**src/rtl/cpu_ctrl_pkg.sv**
```systemverilog
// rtl/cpu_ctrl_pkg.sv - shared types for the multi-cycle sequencing controller
package cpu_ctrl_pkg;

  typedef enum logic [2:0] {
    IDLE      = 3'd0,
    FETCH     = 3'd1,
    DECODE    = 3'd2,
    EXECUTE   = 3'd3,
    MEM       = 3'd4,
    WRITEBACK = 3'd5,
    HALT      = 3'd6
  } ctrl_state_t;

  typedef enum logic [1:0] {
    PC_PLUS4  = 2'b00,
    PC_BRANCH = 2'b01,
    PC_JAL    = 2'b10,
    PC_JALR   = 2'b11
  } pc_sel_t;

  typedef enum logic [1:0] {
    ERR_NONE         = 2'b00,
    ERR_ILLEGAL      = 2'b01,
    ERR_IMEM_TIMEOUT = 2'b10,
    ERR_DMEM_TIMEOUT = 2'b11
  } err_code_t;

  function automatic logic is_wait_state(input ctrl_state_t s);
    return (s == FETCH) || (s == MEM);
  endfunction

endpackage

```
**src/rtl/mem_wait_timer.sv**
```systemverilog
// rtl/mem_wait_timer.sv - saturating wait counter flagging a memory request that never completes
module mem_wait_timer #(
  parameter int MEM_TIMEOUT = 255
) (
  input  logic clk_i,
  input  logic rst_i,
  input  logic clear_i,
  input  logic enable_i,
  input  logic ready_i,
  output logic timeout_o
);

  localparam int CW = $clog2(MEM_TIMEOUT + 1);
  localparam logic [CW-1:0] LIMIT = CW'(MEM_TIMEOUT);
  localparam logic [CW-1:0] LAST  = CW'(MEM_TIMEOUT - 1);

  logic [CW-1:0] count_q;
  logic [CW-1:0] count_d;

  always_comb begin
    count_d = count_q;
    if (clear_i) begin
      count_d = '0;
    end else if (enable_i && !ready_i && (count_q != LIMIT)) begin
      count_d = count_q + 1'b1;
    end
  end

  // Fault fires in the waiting cycle that would bring the count to the limit; ready in that cycle wins.
  assign timeout_o = enable_i && !ready_i && (count_q >= LAST);

  always_ff @(posedge clk_i or posedge rst_i) begin
    if (rst_i) begin
      count_q <= '0;
    end else begin
      count_q <= count_d;
    end
  end

endmodule

```
**src/rtl/multicycle_controller.sv**
```systemverilog
// rtl/multicycle_controller.sv - multi-cycle FETCH/DECODE/EXECUTE/MEM/WRITEBACK sequencer with memory watchdog
module multicycle_controller
  import cpu_ctrl_pkg::*;
#(
  parameter int MEM_TIMEOUT = 255
) (
  input  logic       clk_i,
  input  logic       rst_i,
  input  logic       is_branch_i,
  input  logic       is_jal_i,
  input  logic       is_jalr_i,
  input  logic       is_load_i,
  input  logic       is_store_i,
  input  logic       reg_write_i,
  input  logic       illegal_i,
  input  logic       branch_taken_i,
  output logic       imem_req_o,
  input  logic       imem_ready_i,
  output logic       dmem_req_o,
  output logic       dmem_we_o,
  input  logic       dmem_ready_i,
  output logic       ir_write_o,
  output logic       pc_write_o,
  output logic [1:0] pc_sel_o,
  output logic       rf_write_o,
  output logic       retire_o,
  output logic [2:0] state_o,
  output logic       halted_o,
  output logic [1:0] err_code_o
);

  ctrl_state_t state_q, state_d;
  err_code_t   err_q, err_d;
  pc_sel_t     pc_sel;
  logic        timer_clear;
  logic        timer_enable;
  logic        timer_ready;
  logic        timeout;

  assign timer_enable = is_wait_state(state_q);
  assign timer_ready  = (state_q == MEM) ? dmem_ready_i : imem_ready_i;
  assign timer_clear  = (state_d != state_q) && is_wait_state(state_d);

  mem_wait_timer #(
    .MEM_TIMEOUT(MEM_TIMEOUT)
  ) u_mem_wait_timer (
    .clk_i    (clk_i),
    .rst_i    (rst_i),
    .clear_i  (timer_clear),
    .enable_i (timer_enable),
    .ready_i  (timer_ready),
    .timeout_o(timeout)
  );

  always_comb begin
    state_d    = state_q;
    err_d      = err_q;
    imem_req_o = 1'b0;
    dmem_req_o = 1'b0;
    dmem_we_o  = 1'b0;
    ir_write_o = 1'b0;
    pc_write_o = 1'b0;
    pc_sel     = PC_PLUS4;
    rf_write_o = 1'b0;
    retire_o   = 1'b0;
    halted_o   = 1'b0;

    case (state_q)
      IDLE: state_d = FETCH;

      FETCH: begin
        imem_req_o = 1'b1;
        if (imem_ready_i) begin
          ir_write_o = 1'b1;
          state_d    = DECODE;
        end else if (timeout) begin
          state_d = HALT;
          err_d   = ERR_IMEM_TIMEOUT;
        end
      end

      DECODE: begin
        if (illegal_i) begin
          state_d = HALT;
          err_d   = ERR_ILLEGAL;
        end else begin
          state_d = EXECUTE;
        end
      end

      EXECUTE: begin
        if (is_load_i || is_store_i) begin
          state_d = MEM;
        end else if (is_branch_i) begin
          pc_write_o = 1'b1;
          pc_sel     = branch_taken_i ? PC_BRANCH : PC_PLUS4;
          retire_o   = 1'b1;
          state_d    = FETCH;
        end else begin
          state_d = WRITEBACK;
        end
      end

      MEM: begin
        dmem_req_o = 1'b1;
        dmem_we_o  = is_store_i;
        if (dmem_ready_i) begin
          // Store wins over load when both flags are set: it retires here with no writeback.
          if (is_store_i) begin
            pc_write_o = 1'b1;
            retire_o   = 1'b1;
            state_d    = FETCH;
          end else begin
            state_d = WRITEBACK;
          end
        end else if (timeout) begin
          state_d = HALT;
          err_d   = ERR_DMEM_TIMEOUT;
        end
      end

      WRITEBACK: begin
        rf_write_o = reg_write_i;
        pc_write_o = 1'b1;
        pc_sel     = is_jal_i ? PC_JAL : (is_jalr_i ? PC_JALR : PC_PLUS4);
        retire_o   = 1'b1;
        state_d    = FETCH;
      end

      HALT: halted_o = 1'b1;

      default: state_d = HALT;
    endcase
  end

  assign pc_sel_o   = pc_sel;
  assign state_o    = state_q;
  assign err_code_o = err_q;

  always_ff @(posedge clk_i or posedge rst_i) begin
    if (rst_i) begin
      state_q <= IDLE;
      err_q   <= ERR_NONE;
    end else begin
      state_q <= state_d;
      err_q   <= err_d;
    end
  end

endmodule

```
**config.mk**
```make
export PLATFORM = sky130hd
export DESIGN_NAME = multicycle_controller
export DESIGN_NICKNAME = d
export VERILOG_FILES = /design/src/rtl/cpu_ctrl_pkg.sv /design/src/rtl/mem_wait_timer.sv /design/src/rtl/multicycle_controller.sv
export SDC_FILE = /design/constraint.sdc
export NUM_CORES = 1
export LEC_CHECK = 0
export ABC_AREA = 1
export BUFFER_PORTS_ARGS = -buffer_cell sky130_fd_sc_hd__buf_2
export CAP_MARGIN = 20
export CORE_ASPECT_RATIO = 0.75
export CORE_UTILIZATION = 56
export DETAILED_ROUTE_END_ITERATION = 7
export HOLD_SLACK_MARGIN = 0.02
export PLACE_DENSITY = 0.91
export SLEW_MARGIN = 30
export SYNTH_ARGS = -nofsm -noshare
export SYNTH_HDL_FRONTEND = slang
export SYNTH_SLANG_ARGS = --single-unit
export TNS_END_PERCENT = 1
```
**constraint.sdc**
```tcl
create_clock -name clk_i -period 3.35 [get_ports clk_i]
set_input_delay 0.335 -clock clk_i [delete_from_list [all_inputs] [get_ports clk_i]]
set_output_delay 0.335 -clock clk_i [all_outputs]
set_load 0.005 [all_outputs]
```
## Word-level counts from Yosys, hierarchy flattened

Cells that the tools add are included.

- $add $sub $neg: 1
- Order comparisons: 1
- Equality and inequality tests: 15
- Mux-type cells: 35
- Reductions and logical operators: 13

Operator list:

| operator | count |
|---|---|
| two-way mux 3 bit | 7 |
| case mux 3 bit (6 select lines) | 1 |
| two-way mux 8 bit | 2 |
| two-way mux 1 bit | 15 |
| two-way mux 2 bit | 7 |
| equality test 3 bit, second input constant | 4 |
| != test 2 bit, second input constant | 5 |
| adder 8 x 1 -> 8 bit, second input constant | 1 |
| greater-or-equal comparator 8 bit, second input constant | 1 |
| != test 8 bit, second input constant | 1 |
| equality test 3 x 1 -> 1 bit, second input constant | 2 |
| equality test 3 x 2 -> 1 bit, second input constant | 2 |
| case mux 2 bit (3 select lines) | 1 |
| AND reduction 6 bit | 1 |
| logical AND 1 bit | 4 |
| case mux 2 bit (2 select lines) | 1 |
| logical NOT 3 bit | 1 |
| logical OR 1 bit | 3 |
| != test 3 bit | 1 |
| case mux 1 bit (3 select lines) | 1 |
| nonzero test 3 bit | 1 |
| nonzero test 2 bit | 1 |
| OR reduction 2 bit | 1 |
| logical NOT 1 bit | 1 |

- Register bits: 13
- Bits of input ports: 12
- Output and inout bits: 15
- Word-level logic and storage cells: 68

## Depth between registers and ports, before layout

- Word-level depth: 12
- Mapped depth: 12
- Depth with buffers taken out: 11

## Hierarchy

A second synthesis with hierarchy kept.

- Cells, all modules: 159
- Area, all modules: 1056.0 sq um

By module, submodules not included:

| module | times used | cells each | area an instance (sq um) | seq. area each (sq um) |
|---|---|---|---|---|
| mem_wait_timer | 1 | 79 | 540.5 | 200.2 |
| multicycle_controller | 1 | 80 | 515.5 | 125.1 |

## Least setup slack after synthesis

No wires, ideal clock.

- Kind: register -> output
- Start point: register u_mem_wait_timer.count_q[0] (netlist name)
- End point: output retire_o
- Arrival time: 1.538 ns
- Data required time: 3.015 ns
- Path slack: 1.477 ns
- Stages on the path, launching flop included: 12
- Buffers on the path: 1
- Path through: dfrtp_1 -> inv_1 -> ha_1 -> nor2_1 -> nor2_1 -> nand2_1 -> inv_1 -> nand2_2 -> nand3_4 -> or2_1 -> o22ai_1 -> buf_4

RTL lines:

| element | RTL line | RTL |
|---|---|---|
| end, declared | multicycle_controller.sv:26 | `output logic retire_o,` |

==> impl_metrics.yaml <==
run_status:
  status: "completed"
pwr:
  power_density_nw_per_um2: 768
  p_leak_nw: 0.639
  ir_worst_vdd_uv: 662
sta:
  slew_violations: 0
  finClkSkew_ns: 0.00346
  min_period_ns: 2.31
  fin_crit_sh_pct: 69.1
  timing.final.ws_setup_ns: 1.04
  hold_viol: 0
  max_slew_margin_pct: 67.0
  setup_viol: 0
  rsz0062_at_grt: "false"
  setup_tns_ns: 0
  worst_pin_slew_ns: 0.495
  fmax_mhz: 432
setup_path:
  cp_cell_sequence: "inv_1 -> ha_1 -> nor2_1 -> nor2_1 -> nand2_1 -> inv_1 -> nand2_2 -> nand3_4 -> or2_1 -> o22ai_1 -> buf_2"
  crit_cells: 11
  r2r_cells: 9
  cpLargestDelayFamily: "simple AND/OR/NAND/NOR gates"
  worstPathArrival_ns: 1.98
  crit_path_end_kind: "output pin"
  worst_path_largest_cell_delay_ns: 0.39
  reg2reg_from: "state_o[2]"
  reg2reg_slack_ns: 1.50
  critPathSlowestCell: "dfrtp_1"
  start_kind: "flop"
  rr_endpoint: "u_mem_wait_timer.count_q[6]"
  crit_fanout: 3
  required_ns: 3.01
  crit_path_end: "retire_o"
  path_buf_inv: 3
  startpoint: "u_mem_wait_timer.count_q[0]"
  setup.worst_path.class: "reg -> out"
synth:
  synth_fp_nets: 159
  ys_seq_area_share_pct: 30.0
  syn_area_sq_um: 1090
  yosys_warnings: 0
  synth_cell_types: 30
  synthCells: 145
  syn_area_per_cell_sq_um: 7.49
  ys_ff_latch: 13
placed_design:
  routabilityCongestion: 0.979
  dp.cells: 191
  dp_slack_ns: 1.39
  numPortBuffers: 26
  detailed_place_hpwl_um: 2100
clocking:
  clockBufferDepth: 2
  postCtsHoldBufs: 0
  cts_buffers: 3
  post_cts_buffers: 0
  clock-sinks: 13
  clk_pin_slew_ns: 0.08
  cts_resized: 0
  clk_latency_ns: 0.28
  cts_tree: "done"
  htreeDepth: 1
  cts-root-buf: "clkbuf_4"
finish:
  final_common_cell: "buf_2"
  finalNonFillerCells: 195
  final_cell_mix: "26 x buf_2, 25 x nand2_1, 21 x nor2_1"
  seq_area_sq_um: 325
  multi_input_comb_area_sq_um: 657
  diodes: 0
  final_nets: 188
  area_delta_synth_final_pct: 15.2
  drive_above_1_share_pct: 35.3
  fillers: 138
route:
  drt_pass1_iterations: 4
  post_drt_via_cell_ratio: 5.56
  drt_iter0_drc: 57
  wl_um: 2670
  vias: 1085
  drc_errors: 0
  wl_per_cell_um: 13.7
  detail-route-antenna-nets: 0
floorplan:
  die_area_sq_um: 2120
  row_count: 13
  die_w_um: 52.9
  io_pins: 27
  start_util_pct: 61.3
  die_y_um: 40.1
  core_area_sq_um: 1770
min_path:
  hp-class: "in -> async"
global_routing:
  grt_pass1_wl_um: 4170
  grtUsageTotal_pct: 28.9
  antenna_found_initial: 0
  grt_max_degree: 14
  grt_overflow_total: 0
  grt_pass1_vias: 981
run:
  cap_violations: 0
-- stage by stage --
| stage | area, sq um | power, mW | util, % | hold slack, ns |
|---|---|---|---|---|
| detailed placement | 1220 | 0.855 | 69.1 | 0.380 |
| global route | 1250 | 1.02 | 70.6 | 0.103 |
| finish | 1250 | 0.961 | 70.6 | 0.0599 |
| CTS | 1250 | 0.950 | 70.6 | 0.0818 |
| global placement | 1220 | 0.821 | 69.1 | 0.372 |
| floorplan | 1090 | 0.713 | - | 0.212 |
-- registers in the layout, summed over array words and instances, names as in the netlist --
name / cells
state_o: 3
err_code_o: 2
u_mem_wait_timer.count_q: 8
-- kinds of logic (layout without fill, tap and decap cells) --
| group | after synthesis | count (layout) | synth area share (%) |
|---|---|---|---|
| buffers and inverters | 24 | 52 | 9.56 |
| adder cells (fa/ha/maj) | 2 | 2 | 2.30 |
| flip-flops | 13 | 13 | 30.0 |
| AO/OA/AOI/OAI | 19 | 19 | 12.0 |
| AND/OR/NAND/NOR | 82 | 82 | 42.2 |
| XOR/XNOR | 5 | 5 | 4.03 |
-- power by group --
part	leakage (nW)	internal, mW	switching [mW]	total [mW]
combinational	0.450	0.216	0.398	0.614
sequential	0.174	0.185	0.0664	0.252
clock	0.0150	0.0462	0.0494	0.0956
total	0.639	0.448	0.513	0.961
-- routing by layer --
metal / part of all wire [%] / track usage [%] / routed length [um] / up-vias
met5: 0 / 0 / 0 / -
met4: 2.5 / 13.2 / 66 / 0
met3: 8.3 / 6.82 / 221 / 12
met2: 49 / 51.9 / 1300 / 63
met1: 40 / 33.4 / 1080 / 489
li1: - / - / - / 521
-- final cells by class --
cell class | instances | area share, %
clock buffers | 4 | 2.10
well taps | 22 | 2.20
inverters | 22 | 6.80
repair buffers | 26 | 10.4
multi-input cells | 108 | 52.5
flip-flops and latches | 13 | 26.0
-- how the worst min path moves through the flow --
stage / cells past startpoint / end / from
4_1_cts: 2 / err_code_o[0] / rst_i
3_3_place_gp: 2 / err_code_o[0] / rst_i
6_report: 2 / err_code_o[1] / rst_i
3_5_place_dp: 2 / err_code_o[0] / rst_i
2_1_floorplan: 1 / err_code_o[0] / rst_i
5_1_grt: 2 / u_mem_wait_timer.count_q[4] / rst_i
-- cell usage after synthesis --
cell type,n,share of area [%]
nand3_1,6,2.8
o21ai_1,1,0.46
inv_4,1,0.58
nand3_2,3,2.8
nand2_4,3,3.1
inv_2,3,1.0
o21bai_1,1,0.69
nand4_1,3,1.7
inv_1,18,6.2
nor2_1,21,7.3
nor2_2,4,2.3
buf_6,1,1.0
a32o_1,1,0.92
nor3_2,2,1.8
nor2_4,1,1.0
nand3_4,2,3.2
o21ai_0,4,1.8
nand4_2,1,1.2
o22ai_1,1,0.58
o22a_1,1,0.81
a21oi_4,2,3.0
nand2_2,10,5.8
a21oi_1,8,3.7
dfrtp_1,13,30
xnor2_1,2,1.6
buf_4,1,0.69
nand2_1,25,8.6
ha_1,2,2.3
or2_1,1,0.58
xor2_1,3,2.4
No activity file was read; power rests on OpenSTA's default activity.
